[src/rtl/dsp_sequencer.sv]
// dsp_sequencer: streams the per-frame microprogram into the DSP core on each accepted
// sample tick, waits for the core pipeline to drain, then pulses frame_done.
module dsp_sequencer #(
    parameter int OPCODE_WIDTH      = 6,
    parameter int SAMPLE_ADDR_WIDTH = 10,
    parameter int PARAM_ADDR_WIDTH  = 10,
    parameter int INSTR_WIDTH       = OPCODE_WIDTH + SAMPLE_ADDR_WIDTH + PARAM_ADDR_WIDTH,
    parameter int PROG_ADDR_WIDTH   = 10,
    parameter int PIPE_DEPTH        = 6
) (
    input  logic                       clk,
    input  logic                       reset,
    input  logic                       enable,
    input  logic                       sample_tick,
    input  logic [PROG_ADDR_WIDTH:0]   prog_length,
    output logic [PROG_ADDR_WIDTH-1:0] prog_rd_addr,
    output logic                       prog_rd_en,
    input  logic [INSTR_WIDTH-1:0]     prog_rd_data,
    output logic [INSTR_WIDTH-1:0]     instruction,
    output logic                       busy,
    output logic                       frame_done,
    output logic                       overrun,
    input  logic                       overrun_clear
);
    localparam logic [1:0] IDLE  = 2'd0;
    localparam logic [1:0] RUN   = 2'd1;
    localparam logic [1:0] DRAIN = 2'd2;
    localparam logic [1:0] DONE  = 2'd3;
    localparam int CW = PIPE_DEPTH > 1 ? $clog2(PIPE_DEPTH) : 1;
    localparam logic [CW-1:0] CNT_LAST = CW'(PIPE_DEPTH - 1);
    localparam logic [PROG_ADDR_WIDTH:0] MAX_LEN = {1'b1, {PROG_ADDR_WIDTH{1'b0}}};
    localparam logic [PROG_ADDR_WIDTH:0] ONE = 1;

    logic [1:0]               state_q, state_d;
    logic [PROG_ADDR_WIDTH:0] addr_q, addr_d, len_q, len_d, len_c;
    logic [CW-1:0]            cnt_q, cnt_d;
    logic                     en_q, en_d, valid_q, overrun_q, overrun_d;
    logic                     accept, tick_busy;
    logic [INSTR_WIDTH-1:0]   instr_q;

    assign prog_rd_addr = addr_q[PROG_ADDR_WIDTH-1:0];
    assign prog_rd_en   = en_q;
    assign instruction  = instr_q;
    assign busy         = state_q != IDLE;
    assign frame_done   = state_q == DONE;
    assign overrun      = overrun_q;

    always_comb begin
        accept    = sample_tick & enable & (state_q == IDLE | state_q == DONE);
        tick_busy = sample_tick & enable & (state_q == RUN | state_q == DRAIN);
        len_c     = prog_length > MAX_LEN ? MAX_LEN : prog_length;
        state_d   = state_q;
        addr_d    = addr_q;
        en_d      = en_q;
        len_d     = len_q;
        cnt_d     = cnt_q;
        if (accept) begin
            len_d   = len_c;
            addr_d  = '0;
            cnt_d   = '0;
            en_d    = len_c != '0;
            state_d = len_c != '0 ? RUN : DRAIN;
        end else if (state_q == RUN) begin
            // Counter is one bit wider than the address so a full-size program ends without wrapping.
            if (addr_q + ONE == len_q) begin
                state_d = DRAIN;
                en_d    = 1'b0;
                cnt_d   = '0;
            end else begin
                addr_d = addr_q + ONE;
            end
        end else if (state_q == DRAIN) begin
            state_d = cnt_q == CNT_LAST ? DONE : DRAIN;
            cnt_d   = cnt_q + CW'(1);
        end else if (state_q == DONE) begin
            state_d = IDLE;
        end
        overrun_d = tick_busy | (overrun_q & ~overrun_clear);
    end

    always_ff @(posedge clk) begin
        if (reset) begin
            state_q   <= IDLE;
            addr_q    <= '0;
            len_q     <= '0;
            cnt_q     <= '0;
            en_q      <= 1'b0;
            valid_q   <= 1'b0;
            instr_q   <= '0;
            overrun_q <= 1'b0;
        end else begin
            state_q   <= state_d;
            addr_q    <= addr_d;
            len_q     <= len_d;
            cnt_q     <= cnt_d;
            en_q      <= en_d;
            valid_q   <= en_q;
            instr_q   <= valid_q ? prog_rd_data : '0;
            overrun_q <= overrun_d;
        end
    end
endmodule

[config.mk]
export PLATFORM = sky130hd
export DESIGN_NAME = dsp_sequencer
export DESIGN_NICKNAME = d
export VERILOG_FILES = /design/src/rtl/dsp_sequencer.sv
export SDC_FILE = /design/constraint.sdc
export NUM_CORES = 1
export LEC_CHECK = 0
export BUFFER_PORTS_ARGS = -buffer_cell sky130_fd_sc_hd__buf_2
export CAP_MARGIN = 25
export CORE_ASPECT_RATIO = 2
export CORE_UTILIZATION = 50
export CTS_CLUSTER_DIAMETER = 150
export CTS_CLUSTER_SIZE = 30
export DETAILED_ROUTE_END_ITERATION = 10
export PLACE_DENSITY = 0.89
export SLEW_MARGIN = 20
export SYNTH_ARGS = -nofsm -noshare
export SYNTH_HDL_FRONTEND = slang
export SYNTH_SLANG_ARGS = --single-unit
[constraint.sdc]
create_clock -name clk -period 2.6 [get_ports clk]
set_clock_uncertainty 0.05 [all_clocks]
set_input_delay 0.52 -clock clk [delete_from_list [all_inputs] [get_ports clk]]
set_output_delay 0.52 -clock clk [all_outputs]
set_load 0.02 [all_outputs]
### Word level (Yosys, flattened, before mapping)

Index checks and enable logic that the tools add are counted.
W data, S select, Z words.

| cells by class | value |
|---|---|
| add/sub/neg operators | 2 |
| multipliers | 0 |
| div/mod/pow operators | 0 |
| $lt $le $gt $ge | 1 |
| equality and inequality tests | 7 |
| shift operators | 0 |
| muxes and demuxes | 14 |
| bitwise gates (word level) | 10 |
| reduce and logical (&&, ||, !) cells | 13 |

Operators with widths:

| cell | count |
|---|---|
| $mux W2 | 6 |
| $add A11 B1 Y11 const B | 1 |
| $eq A11 B11 Y1 | 1 |
| $gt A11 B11 Y1 const B | 1 |
| $mux W11 | 1 |
| $reduce_bool A11 Y1 | 1 |
| $mux W3 | 3 |
| $reduce_and A2 Y1 | 4 |
| $reduce_bool A2 Y1 | 4 |
| $and A1 B1 Y1 | 4 |
| $eq A2 B2 Y1 const B | 2 |
| $mux W1 | 4 |
| $reduce_bool A4 Y1 | 1 |
| $reduce_or A2 Y1 | 2 |
| $add A3 B1 Y3 const B | 1 |
| $eq A3 B3 Y1 const B | 1 |
| $ne A3 B2 Y1 const B | 1 |
| $not A1 Y1 | 3 |
| $or A1 B1 Y1 | 3 |
| $eq A2 B1 Y1 const B | 1 |
| $logic_not A2 Y1 | 1 |
| $ne A2 B1 Y1 const B | 1 |

| storage, ports and cells | value |
|---|---|
| register bits | 56 |
| bits in latches | 0 |
| RAM bits | 0 |
| bits in read-only memories | 0 |
| input port bits | 42 |
| output and inout bits | 40 |
| logic and storage cells | 55 |
| memories kept | 0 |

### Depth between registers and ports, before layout

| logic depth | value |
|---|---|
| depth in word-level cells | 5 |
| depth in mapped cells | 9 |
| mapped depth without buffers | 8 |

### Least setup slack after synthesis

OpenSTA, ideal clock, no wires.

| timing | value |
|---|---|
| path kind | register -> register |
| from | reg addr_q[0] |
| to | reg state_q[0] |
| setup time | 0.086 ns |
| arrival time | 2.178 ns |
| data required time | 2.464 ns |
| path slack | 0.286 ns |
| stages on the path, launching flop included | 9 |
| buffers on the path | 0 |
| clock period less this slack | 2.314 ns |
| path through | dfxtp_1 -> ha_1 -> nand3_2 -> or2_1 -> xnor2_1 -> nor3_4 -> nand3_2 -> a21o_1 -> a221oi_2 |

| between the ends | value |
|---|---|
| word-level cells in the longest chain between the ends | 4 |

Ends and longest elaborated chain:

| item | line | RTL |
|---|---|---|
| start: declaration | 35 | `logic [PROG_ADDR_WIDTH:0] addr_q, addr_d, len_q, len_d, len_c;` |
| start signal: assignment | 93 | `addr_q <= addr_d;` |
| $add A11 B1 Y11 | 65 | `if (addr_q + ONE == len_q) begin` |
| $eq A11 B11 Y1 | 65 |  |
| $ne A3 B2 Y1 (no source line) | -- |  |
| $reduce_and A2 Y1 (no source line) | -- |  |
| end signal: assignment | 92 | `state_q <= state_d;` |
| end: declaration | 34 | `logic [1:0] state_q, state_d;` |

Every way passes these cells.
A chain may end at the register's enable or synchronous reset.

### Final worst setup path

| timing | value |
|---|---|
| from | reg addr_q[1] |
| to | reg cnt_q[1] |

| between the ends | value |
|---|---|
| word-level cells in the longest chain between the ends | 4 |

Ends and longest elaborated chain:

| item | line | RTL |
|---|---|---|
| $add A11 B1 Y11 | 65 |  |
| $eq A11 B11 Y1 | 65 |  |
| $ne A2 B1 Y1 (no source line) | -- |  |
| $reduce_and A2 Y1 (no source line) | -- |  |
| end signal: assignment | 95 | `cnt_q <= cnt_d;` |
| end: declaration | 36 | `logic [CW-1:0] cnt_q, cnt_d;` |

Every way passes these cells.

==> impl_metrics.py <==
metrics = {
    "outcome": {
        "outcome": "finished clean",
    },
    "grt": {
        "antenna_found_initial": 0,
        "grt_usage_pct": 22.2,
        "grt_max_degree": 19,
        "gr-total-overflow": 0,
        "first_global_vias": 2107,
        "grt_first_pass_wirelength_um": 8710,
    },
    "synthesis": {
        "netlist_top_cells_area": "dfxtp_1 (44%), and2_1 (6.4%), xnor2_1 (5.5%), ha_1 (3.9%), buf_4 (3.8%)",
        "yosysUniqueCellTypes": 52,
        "async_reset_ff_share_pct": 0,
        "synth-edff-count": 0,
        "yosys.area.top_type_share_pct": 44.2,
        "syn-instance-count": 255,
        "synth.net_count": 305,
        "avgSynthCellArea_um2": 9.96,
        "synth-seq-cells": 56,
        "synth_top_area_cell": "dfxtp_1",
        "ys_top_cells_by_count": "dfxtp_1 (56), and2_1 (26), xnor2_1 (16), nor2_1 (15), buf_4 (13)",
        "synth_most_common_cell": "dfxtp_1",
        "ys_warn_count": 0,
        "netlist_area_um2": 2540,
        "synth_flop_cell": "dfxtp_1",
        "yosysSeqAreaShare_pct": 44.2,
    },
    "die": {
        "dieWidth_um": 52.4,
        "ioPinCount": 82,
        "start_util_pct": 52.2,
        "fp-row-count": 36,
        "dieArea_um2": 5380,
        "die_h_um": 103,
        "fp.coreArea_um2": 4860,
    },
    "worst_setup_path": {
        "r2r_slack_ns": 0.15,
        "start_kind": "flip-flop",
        "critical_path_class": "reg2reg",
        "path_buf_inv": 1,
        "critical_path.top_delay_family": "simple AND/OR/NAND/NOR gates",
        "path_cells": "ha_1, nand3_2, o21ai_0, nand4b_2, nor4b_4, a21oi_2, buf_4, o21ai_1, a21oi_1",
        "cp_slowest_cell": "nor4b_4",
        "worst-path-max-fanout": 6,
        "worstPathRequired_ns": 2.77,
        "endpoint_kind": "flip-flop",
        "max_stage_delay_ns": 0.44,
        "arrival_ns": 2.61,
    },
    "place": {
        "place_congestion": 0.862,
        "dp_hpwl_um": 4520,
        "port_buffers": 81,
        "dp_cells": 383,
    },
    "pwr": {
        "powerDensity_nw_per_um2": 662,
        "p_leak_nw": 1.44,
        "max-vdd-ir-drop_v": 0.000578,
    },
    "layout": {
        "antenna_cells": 0,
        "finalNonFillerCells": 394,
        "area_growth_pct": 21.7,
        "drive_above_1_share_pct": 34.4,
        "nets": 386,
    },
    "drt": {
        "drt_iter0_drc": 29,
        "drt-pass1-iter-count": 4,
        "routedWlPerCell_um": 14.3,
        "via_count": 2176,
        "ant_nets": 0,
        "finalWirelength_um": 5620,
        "drcViolationCount": 0,
        "vias_per_cell": 5.52,
    },
    "clock_network": {
        "numCtsBuffers": 5,
        "htree_num_levels": 2,
        "clk_latency_ns": 0.31,
        "clk_path_buf_depth": 2,
        "cts_sinks": 56,
        "cts_tree": "yes",
        "root_buffer": "clkbuf_8",
        "hold_buffers": 0,
        "clk_pin_slew_ns": 0.10,
    },
    "timing": {
        "fmax_mhz": 408,
        "tightest_slew_ns": 0.444,
        "slew_viol_final": 0,
        "finalCritPeriodShare_pct": 94.2,
        "rsz0062_at_grt": "false",
        "max_slew_margin_pct": 70.2,
        "setup_viol": 0,
        "fin_setup_tns_ns": 0,
        "hold_violations": 0,
        "fin_crit_ns": 2.45,
    },
    "worst_hold_path": {
        "hold_path_class": "in2reg",
    },
    "run": {
        "drv_cap": 0,
    },
}
[state kept, by name, summed over array words and instances, names as in the netlist]
register,cells
instruction,26
addr_q,11
len_q,11
cnt_q,3
state_q,2
overrun,1
prog_rd_en,1
valid_q,1
[path summary, 6_finish.rpt]
path / start / to / cells after the start
setup reg to reg: addr_q[1] / cnt_q[1] / 9
hold reg to reg: prog_rd_en / valid_q / 1
hold / removal: prog_rd_data[8] / instruction[8] / 2
setup / recovery: addr_q[1] / cnt_q[1] / 9
[final cells by class]
cell class | instances | area [um2]
clock buffer | 7 | 86.3
clock inverter | 1 | 7.51
fill | 427 | 1780
inverter | 7 | 26.3
multi-input combinational | 171 | 1270
sequential | 56 | 1120
tap | 57 | 71.3
timing repair buffer | 95 | 510
[cells in the final DEF (no fill, tap or decap), types with 2 or more instances in the layout]
cell and instances:
a211oi_1 5, nand4_1 3, nor2b_1 4, xnor2_1 16, o21a_1 2, xor2_1 5
buf_2 81, a31o_1 2, buf_4 14, nand3b_1 2, o21ai_1 3, nand2b_1 3
and2_1 26, nor4_1 2, a221oi_2 2, a21o_1 3, clkbuf_8 6, nand3_2 3
nand3_1 7, and3_1 2, dfxtp_1 56, nor2_1 15, a21oi_1 10, inv_1 7
nand2_1 10, o21ai_0 3, ha_1 8, a22o_1 10, nor3_2 2
[cells by family (layout without fill, tap and decap cells)]
kind of cell               after synthesis  count (layout)  share of synthesized area (%)
adders and majority gates                8               8                           3.94
DFF                                     56              56                           44.2
AOI/OAI and AO/OA                       50              50                           14.9
muxes                                    1               1                          0.394
xor gates and xnor gates                22              22                           8.13
and+or+nand+nor                         90              90                           22.3
buffers and inverters                   28             110                           6.11
[per-layer routing]
layer	share of wire, %	vias up	track usage (%)
met5	0	-	0
met1	32	1030	18.3
met4	5.4	0	15.4
met3	5.8	24	5.75
li1	-	1033	-
met2	57	89	42.5
[report_power, final]
| group | switching (mW) | internal (mW) |
|---|---|---|
| clock | 0.272 | 0.217 |
| combinational | 0.346 | 0.250 |
| sequential | 0.0404 | 0.919 |
[stage by stage]
stage	worst slack, ns	area, um2	total power, mW	hold slack (ns)	util (%)
detailed placement	0.110	2970	1.55	0.420	61.0
global route	0.0150	3090	2.14	0.349	63.5
global placement	0.226	2960	1.53	0.412	60.9
CTS	0.0897	3060	2.04	0.346	63.0
finish	0.152	3090	2.05	0.355	63.5
floorplan	0.286	2540	1.37	0.420	-
[timing repair]
item                       CTS  global route
buffers inserted             0             3
resized for setup            0             1
setup endpoints to repair    0            10
Power figures use the tool's default switching activity.
